`config.mk`:
```
export PLATFORM = sky130hd
export DESIGN_NAME = quasi_static_irq_hub
export DESIGN_NICKNAME = d
export VERILOG_FILES = /design/src/rtl/quasi_static_hub_pkg.sv /design/src/rtl/quasi_static_stabilizer.sv /design/src/rtl/quasi_static_irq_hub.sv
export SDC_FILE = /design/constraint.sdc
export NUM_CORES = 1
export LEC_CHECK = 0
export BUFFER_PORTS_ARGS = -buffer_cell sky130_fd_sc_hd__buf_2
export CAP_MARGIN = 20
export CELL_PAD_IN_SITES_DETAIL_PLACEMENT = 1
export CELL_PAD_IN_SITES_GLOBAL_PLACEMENT = 1
export CORE_MARGIN = 3
export CORE_UTILIZATION = 39
export DETAILED_ROUTE_END_ITERATION = 8
export MAX_ROUTING_LAYER = met4
export PLACE_DENSITY_LB_ADDON = 0.1
export SKIP_LAST_GASP = 1
export SLEW_MARGIN = 25
export SYNTH_ARGS = -nofsm -noshare
export SYNTH_HDL_FRONTEND = slang
export SYNTH_SLANG_ARGS = --single-unit
```
`constraint.sdc`:
```
create_clock -name clk -period 1.8 [get_ports clk]
set_input_delay 0.18 -clock clk [delete_from_list [all_inputs] [get_ports clk]]
set_output_delay 0.18 -clock clk [all_outputs]
set_load 0.01 [all_outputs]
```
`src/rtl/quasi_static_hub_pkg.sv`:
```
// Shared state encoding and default timing constants for the quasi-static IRQ hub.
package quasi_static_hub_pkg;

  typedef enum logic [1:0] {
    StRun,
    StDrain,
    StDone
  } hub_state_e;

  localparam int unsigned DefaultStableCycles = 4;
  localparam int unsigned DefaultDrainCycles  = 8;

endpackage

```
`src/rtl/quasi_static_stabilizer.sv`:
```
// Holds an accepted value that only follows its input once the input has been
// sampled unchanged on STABLE_CYCLES consecutive rising edges.
module quasi_static_stabilizer
  import quasi_static_hub_pkg::*;
#(
  parameter int unsigned WIDTH         = 1,
  parameter int unsigned STABLE_CYCLES = DefaultStableCycles
) (
  input  logic             clk,
  input  logic             rst,
  input  logic [WIDTH-1:0] sample,
  output logic [WIDTH-1:0] value,
  output logic             update
);

  localparam int unsigned    CntW   = $clog2(STABLE_CYCLES + 1);
  localparam logic [CntW-1:0] CntMax = CntW'(STABLE_CYCLES);

  logic [WIDTH-1:0] last_q;
  logic [WIDTH-1:0] value_q, value_d;
  logic [CntW-1:0]  count_q, count_d;
  logic             update_q, update_d;

  always_comb begin
    count_d  = count_q;
    value_d  = value_q;
    update_d = 1'b0;
    if (sample != last_q) begin
      count_d = CntW'(1);
    end else if (count_q != CntMax) begin
      count_d = count_q + CntW'(1);
    end
    // The count saturates, so a settled input keeps re-accepting the same value.
    if (count_d == CntMax) begin
      value_d  = sample;
      update_d = (sample != value_q);
    end
  end

  always_ff @(posedge clk) begin
    if (rst) begin
      last_q   <= '0;
      count_q  <= '0;
      value_q  <= '0;
      update_q <= 1'b0;
    end else begin
      last_q   <= sample;
      count_q  <= count_d;
      value_q  <= value_d;
      update_q <= update_d;
    end
  end

  assign value  = value_q;
  assign update = update_q;

endmodule

```
`src/rtl/quasi_static_irq_hub.sv`:
```
// Stabilizes per-CPU IRQ words and finish flags, routes IRQs transposed, and
// sequences end-of-simulation. Optional update counter: QS_IRQ_HUB_STATS_EN.
module quasi_static_irq_hub
  import quasi_static_hub_pkg::*;
#(
  parameter int unsigned NUM_CPUS      = 4,
  parameter int unsigned DATA_WIDTH    = 32,
  parameter int unsigned STABLE_CYCLES = DefaultStableCycles,
  parameter int unsigned DRAIN_CYCLES  = DefaultDrainCycles
) (
  input  logic                                clk,
  input  logic                                rst,
  input  logic [NUM_CPUS-1:0][DATA_WIDTH-1:0] irq_in,
  input  logic [NUM_CPUS-1:0]                 finish_in,
  output logic [NUM_CPUS-1:0][DATA_WIDTH-1:0] irq_out,
  output logic [NUM_CPUS-1:0]                 finished,
  output logic                                done,
  output logic [31:0]                         update_count
);

  localparam int unsigned    DrW       = (DRAIN_CYCLES > 1) ? $clog2(DRAIN_CYCLES) : 1;
  localparam logic [DrW-1:0] DrainLast = DrW'(DRAIN_CYCLES - 1);

  logic [NUM_CPUS-1:0][DATA_WIDTH-1:0] irq_val;
  logic [NUM_CPUS-1:0][DATA_WIDTH-1:0] irq_route;
  logic [NUM_CPUS-1:0][DATA_WIDTH-1:0] irq_out_q;
  logic [NUM_CPUS-1:0]                 irq_upd;
  logic [NUM_CPUS-1:0]                 fin_val;
  logic [NUM_CPUS-1:0]                 fin_upd;
  logic [NUM_CPUS-1:0]                 finished_q, finished_d;

  hub_state_e     state_q, state_d;
  logic [DrW-1:0] drain_q, drain_d;

  for (genvar i = 0; i < NUM_CPUS; i++) begin : g_cpu
    quasi_static_stabilizer #(
      .WIDTH        (DATA_WIDTH),
      .STABLE_CYCLES(STABLE_CYCLES)
    ) u_irq_stab (
      .clk   (clk),
      .rst   (rst),
      .sample(irq_in[i]),
      .value (irq_val[i]),
      .update(irq_upd[i])
    );

    quasi_static_stabilizer #(
      .WIDTH        (1),
      .STABLE_CYCLES(STABLE_CYCLES)
    ) u_fin_stab (
      .clk   (clk),
      .rst   (rst),
      .sample(finish_in[i]),
      .value (fin_val[i]),
      .update(fin_upd[i])
    );
  end

  // Word j of the output collects bit j of every CPU's accepted word.
  always_comb begin
    irq_route = '0;
    for (int j = 0; j < NUM_CPUS; j++) begin
      for (int i = 0; i < NUM_CPUS; i++) begin
        irq_route[j][i] = irq_val[i][j];
      end
    end
  end

  // Accepted values only move together with their update pulse, so loading on
  // any pulse is equivalent to loading every cycle.
  always_ff @(posedge clk) begin
    if (rst) begin
      irq_out_q <= '0;
    end else if (|irq_upd) begin
      irq_out_q <= irq_route;
    end
  end

  assign finished_d = finished_q | (fin_val & fin_upd);

  always_comb begin
    state_d = state_q;
    drain_d = drain_q;
    unique case (state_q)
      StRun: begin
        if (&finished_d) begin
          state_d = StDrain;
          drain_d = '0;
        end
      end
      StDrain: begin
        if (drain_q == DrainLast) begin
          state_d = StDone;
        end else begin
          drain_d = drain_q + DrW'(1);
        end
      end
      StDone:  state_d = StDone;
      default: state_d = StRun;
    endcase
  end

  always_ff @(posedge clk) begin
    if (rst) begin
      finished_q <= '0;
      state_q    <= StRun;
      drain_q    <= '0;
    end else begin
      finished_q <= finished_d;
      state_q    <= state_d;
      drain_q    <= drain_d;
    end
  end

  assign irq_out  = irq_out_q;
  assign finished = finished_q;
  assign done     = (state_q == StDone);

`ifdef QS_IRQ_HUB_STATS_EN
  logic [31:0] count_q;
  logic [32:0] count_sum;
  logic [5:0]  n_upd;

  // Counts with the same one-edge lag as irq_out so both move together.
  always_comb begin
    n_upd = '0;
    for (int i = 0; i < NUM_CPUS; i++) begin
      n_upd = n_upd + 6'(irq_upd[i]);
    end
    count_sum = {1'b0, count_q} + 33'(n_upd);
  end

  always_ff @(posedge clk) begin
    if (rst) begin
      count_q <= '0;
    end else begin
      count_q <= count_sum[32] ? 32'hFFFF_FFFF : count_sum[31:0];
    end
  end

  assign update_count = count_q;
`else
  assign update_count = '0;
`endif

endmodule

```
==> impl_results.md, run 1 <==
- Die Y: 204.8 microns
- Top delay family on crit path: simple AND/OR/NAND/NOR gates
- Drt pass-1 iters: 4
- Reg area: 0.006449 sq mm
- EDFF count, synth: 0
- Fillers: 4357
- Top cells by count, synth: dfxtp_1 (321), nor2b_1 (266), xnor2_1 (204)
- VDD IR max: 0.0008328 V
- Gate count of the mapped netlist: 1495
- Primary FF master, synth: dfxtp_1
- Endpoints failing setup: 129
- Switching Power: 4.130 mW
- Syn_area_per_cell: 10.31 sq um
- WP buf/inv: 2
- WP data arrival: 2.57 ns
- Final Hold Fails: 0
- Vias in the first global route: 11698
- CP Cell Sequence: xnor2_2 > nand4_1 > nor4_2 > buf_4 > and4b_4 > buf_6 > mux2_2
- Total negative setup slack: -29.44 ns
- Register area share after synthesis: 41.69%
- Final estimated routing congestion in global placement: 0.7467
- Clock power frac: 45.9%
- CP endpoint kind: flop
- DRC violations left: 0
- Synth Area in Compound Gates: 2.086%
- PortBufs: 154
- Sw Share: 24.25%
- Routed Antenna Nets: 0
- Final Skew: 0.02206 ns
- Worst hold path type: input pin to flop
- Die area: 0.04195 sq mm
- Yosys warns: 0
- # H-tree levels: 2
- P_int: 12.90 mW
- Root Buffer: clkbuf_16
- Post-synthesis xor/xnor area fraction: 15.28%
- Crit path largest cell delay: 0.36 ns
- Unrepaired setup endpoints after global routing: yes
- Async SR Flop Fraction: 0%
- Req. time, crit path: 2.22 ns
- Final WL: 38.44 mm
- Largest family of logic cells by synthesized area: simple AND/OR/NAND/NOR gates
- Synth Register Bits: 321
- Worst-Skew Late Latency: 0.54 ns
- Fraction of layout cells with a size suffix above 1: 31.16%
- Power share of the sequential group: 43.5%
- R2R Setup Slk: -0.34 ns
- Wire per inst: 16.06 microns
- Largest net degree at the start of global routing: 77
- All-layer global routing usage: 18.57%
- Comb pwr share: 10.6%
- Worst-margin pin slew: 0.6509 ns
- Failing checks: negative setup slack
- Area occupied by multi-input gates: 0.008576 sq mm
- Final Total Pwr: 17.03 mW
- First-pass GRT wire length: 60.94 mm
- Antenna violations before repair: 1
- Adder-cell share of the synthesized area: 1.786%
- Worst Hold Margin: 0.03850 ns
- DR vias/cell: 4.508
- Post-layout util: 50.98%
- Mux contribution to synthesized area: 11.41%
- Num CTS Buffers: 39
- CP Launch Type: flop
- LEAKAGE: 8.483 nW
- Synthesized area: 0.01541 sq mm
- TritonCTS clock tree: built
- Initial Util: 39.70%
- Slew margin rel.: 56.20%
- Max Fanout on Critical Path: 8
- P&R area growth vs syn: 28.42%
- Status: finished, violations left
- Top-area cell type share of the netlist area: 41.69%
- Row cnt: 72
- Most common cell in the netlist: dfxtp_1
- Clock transition at path regs: 0.06 ns
- Fmax: 466.6 MHz
- Drt first-iter violations: 249
- Critical path class: flop to flop
- MaxCap Viol Count: 0
- Clk sinks: 321
- Simple-Gate Fraction of Synth Area: 18.47%
- Crit-path slowest cell: nor4_2
- Fin crit share: 119.1%
- Total number of vias: 10788
- Slew Viols, Final: 0
- Synth area leader: dfxtp_1
- Setup Slack @ Placement: -0.4452 ns
- Worst setup margin: -0.3431 ns
- Synth area leaders: dfxtp_1 (42%), xnor2_1 (12%), nor2b_1 (11%)
- Total gr overflow: 0
- Count of different cell masters after synthesis: 41
- Final Net Count: 2001
- CTS Buffer Depth: 3
- Ports: 299
- Fin crit period: 2.143 ns
- Core area: 0.03883 sq mm
- Post-DP HPWL: 27.04 mm
- PD cells: 860.2 mW/mm^2
- Die width: 204.8 microns
==> cell usage in the layout (no fill, tap or decap), types with 51 or more instances in the layout <==
master / count
buf_2: 153
buf_4: 144
conb_1: 144
dfxtp_1: 303
mux2_4: 107
nand2_1: 51
nand4_1: 54
nor2b_1: 266
xnor2_1: 182
xor2_1: 65
==> area by class of cell <==
class | count | share of cell area [%]
Clock buffer | 55 | 5.802
Tap cell | 518 | 3.274
Antenna cell | 1 | 0.01264
Sequential cell | 321 | 32.58
Timing Repair Buffer | 362 | 13.99
Multi-Input combinational cell | 1101 | 43.32
Clock inverter | 15 | 0.6447
Inverter | 20 | 0.3792
==> worst register-to-register path, stage by stage, from the launching register on <==
cell,delay [ns]
dfxtp_2,0.33
xnor2_2,0.15
nand4_1,0.18
nor4_2,0.36
buf_4,0.17
and4b_4,0.32
buf_6,0.18
mux2_2,0.34
==> final timing paths <==
check                                  from                              to  cells after the start
min reg2reg                     irq_out[64]                     irq_out[64]                      2
min                              irq_in[61]  g_cpu[1].u_irq_stab.last_q[29]                      3
max          g_cpu[0].u_irq_stab.last_q[23]   g_cpu[0].u_irq_stab.value[26]                      7
max reg2reg  g_cpu[0].u_irq_stab.last_q[23]   g_cpu[0].u_irq_stab.value[26]                      7
==> cell families after synthesis <==
| kind of cell | count (synthesis) |
|---|---|
| xor+xnor | 269 |
| mux | 138 |
| flops | 321 |
| buf+inv | 216 |
| fa+ha+maj | 22 |
| compound gates | 58 |
| simple gates | 470 |
| other cells | 1 |
==> registers in the layout, summed over array words and instances (netlist names) <==
signal and flops:
finished 4, g_cpu.u_fin_stab.update 4, g_cpu.u_fin_stab.value 4, irq_out 16, g_cpu.u_irq_stab.update 4, g_cpu.u_irq_stab.value 128, g_cpu.u_fin_stab.last_q 4, g_cpu.u_irq_stab.last_q 128
g_cpu.u_fin_stab.count_q 12, g_cpu.u_irq_stab.count_q 12, state_q 2, drain_q 3
==> routing by layer <==
metal / GRT usage [%] / vias up / share of wire [%] / wire, microns
li1: - / 5319 / - / -
met1: 22.79 / 5212 / 45 / 17190
met2: 31.71 / 216 / 49 / 18930
met3: 3.019 / 41 / 4.3 / 1650
met4: 5.087 / 0 / 1.8 / 675
met5: - / - / 0 / 0
==> through the flow <==
step / std cells / area (sq um)
2_1_floorplan: 1638 / 15980
3_3_place_gp: 2272 / 17320
3_5_place_dp: 2272 / 17320
4_1_cts: 2394 / 19640
5_1_grt: 2393 / 19800
6_report: 2393 / 19800
==> power groups by stage <==
stage	Combinational, mW	Sequential (mW)	Clock (mW)
floorplan	1.18	7.53	0
global placement	1.67	7.54	0
detailed placement	1.70	7.55	0
CTS	1.80	7.40	8.05
global route	2.01	7.43	8.36
finish	1.81	7.41	7.81
==> timing repair <==
action,CTS,global route
hold buffers,32,0
setup endpoints to repair,132,139
buffers inserted,11,5
resized for setup,101,58
endpoints found under the hold margin,41,0
cloned,10,1
pin swaps,15,19
No activity file was read; power rests on OpenSTA's default activity.
==> run 2, diff against run 1 <==
- CORE_UTILIZATION: 39 -> 46
- clock period: 1.8 -> 2.7 ns (I/O delays scaled with it)
==> impl_results.md, run 2 (synthesized netlist as in run 1, its figures left out) <==
- Status: completed
- CP endpoint kind: flop
- Req. time, crit path: 3.09 ns
- Total negative setup slack: 0 ns
- DR vias/cell: 4.691
- Routed Antenna Nets: 0
- Num CTS Buffers: 37
- Unrepaired setup endpoints after global routing: no
- WP data arrival: 2.61 ns
- Clk sinks: 321
- Wire per inst: 15.71 microns
- Initial Util: 47.02%
- Post_cts resized: 0
- Die width: 189.1 microns
- Vias in the first global route: 10525
- Final Total Pwr: 10.60 mW
- Core area: 0.03278 sq mm
- Final Net Count: 1810
- First-pass GRT wire length: 53.97 mm
- Setup bufs post-CTS: 0
- Row cnt: 66
- Max layer used: met4
- Total gr overflow: 0
- Worst hold path type: input pin to flop
- CP Launch Type: flop
- P&R area growth vs syn: 12.19%
- Final estimated routing congestion in global placement: 0.7511
- Routed wl met2: 15.85 mm
- All-layer global routing usage: 18.89%
- VDD IR max: 0.0005173 V
- Slew margin rel.: 50.00%
- Fmax: 450.0 MHz
- Worst-margin pin slew: 0.7500 ns
- Clock transition at path regs: 0.06 ns
- Reg area: 0.006426 sq mm
- Fin crit share: 82.30%
- Die Y: 189.1 microns
- Fillers: 3684
- Worst-Skew Late Latency: 0.51 ns
- DRC violations left: 0
- Max Fanout on Critical Path: 17
- Endpoints failing setup: 0
- Met3 wire length: 1.816 mm
- Ports: 299
- Critical path class: flop to flop
- Area occupied by multi-input gates: 0.008107 sq mm
- PortBufs: 154
- PD cells: 612.9 mW/mm^2
- Post-DP HPWL: 24.61 mm
- Die area: 0.03574 sq mm
- Fraction of layout cells with a size suffix above 1: 20.89%
- MaxCap Viol Count: 0
- Fin crit period: 2.222 ns
- Commonest non-fill, non-tap cell in the layout: dfxtp_1
- TritonCTS clock tree: built
- CTS Hold Bufs: 0
- Drt pass-1 iters: 7
- Final Hold Fails: 0
- Slew Viols, Final: 0
- CTS Buffer Depth: 3
- Largest net degree at the start of global routing: 78
- Root Buffer: clkbuf_16
- Final WL: 33.40 mm
- Wire length on met1: 15.15 mm
- Total number of vias: 9974
- Most frequent cells in the layout: dfxtp_1 (321), nor2b_1 (266), xnor2_1 (204)
- Final Skew: 0.01462 ns
- Drt first-iter violations: 295
- Antenna violations before repair: 4
- LEAKAGE: 7.227 nW
- # H-tree levels: 2
[run 2: path summary, 6_finish.rpt]
check	from	to	slack (ns)	cells past startpoint
setup reg to reg	g_cpu[2].u_irq_stab.count_q[0]	g_cpu[2].u_irq_stab.value[9]	0.48	8
hold reg to reg	irq_out[0]	irq_out[0]	0.46	2
setup / recovery	g_cpu[2].u_irq_stab.count_q[0]	g_cpu[2].u_irq_stab.value[9]	0.48	8
hold / removal	finish_in[1]	g_cpu[1].u_fin_stab.last_q	0.04	2
[run 2: metal layers]
metal | up-vias | GRT usage (%)
met2 | 234 | 31.68
met5 | - | -
met4 | 0 | 3.953
met1 | 4752 | 24.02
met3 | 49 | 3.351
li1 | 4939 | -
[run 2: stage by stage]
step	hold WS, ns	util [%]	worst slack [ns]	instances	cell area (sq um)
floorplan	0.3982	-	0.7897	1638	15950
global placement	0.4398	49.25	0.4251	2057	16150
detailed placement	0.4455	49.25	0.4501	2057	16150
CTS	0.02459	52.72	0.4620	2122	17280
global route	0.03367	52.75	0.3243	2126	17290
finish	0.03573	52.75	0.4780	2126	17290
[run 2: critical path: stages (launching register included)]
cell,delay [ns]
dfxtp_1,0.38
inv_1,0.09
ha_1,0.23
nor3b_1,0.21
a21oi_1,0.06
o32ai_1,0.34
nand3_2,0.17
buf_4,0.28
mux2_4,0.32
[run 2: cell type report]
type	instances	share of cell area, %
clock inverters	7	0.2460
well taps	442	3.198
inverters	20	0.4341
multi-input cells	1101	46.87
repair buffers	173	5.701
clock buffers	58	6.330
diodes	4	0.05788
flip-flops and latches	321	37.16
[run 2: where the power goes]
group	leakage (nW)	internal (mW)	switching [mW]	total (mW)
Combinational	4.04	0.408	0.563	0.971
Sequential	2.63	4.87	0.0660	4.93
Clock	0.563	2.78	1.92	4.70
Total	7.23	8.05	2.55	10.6
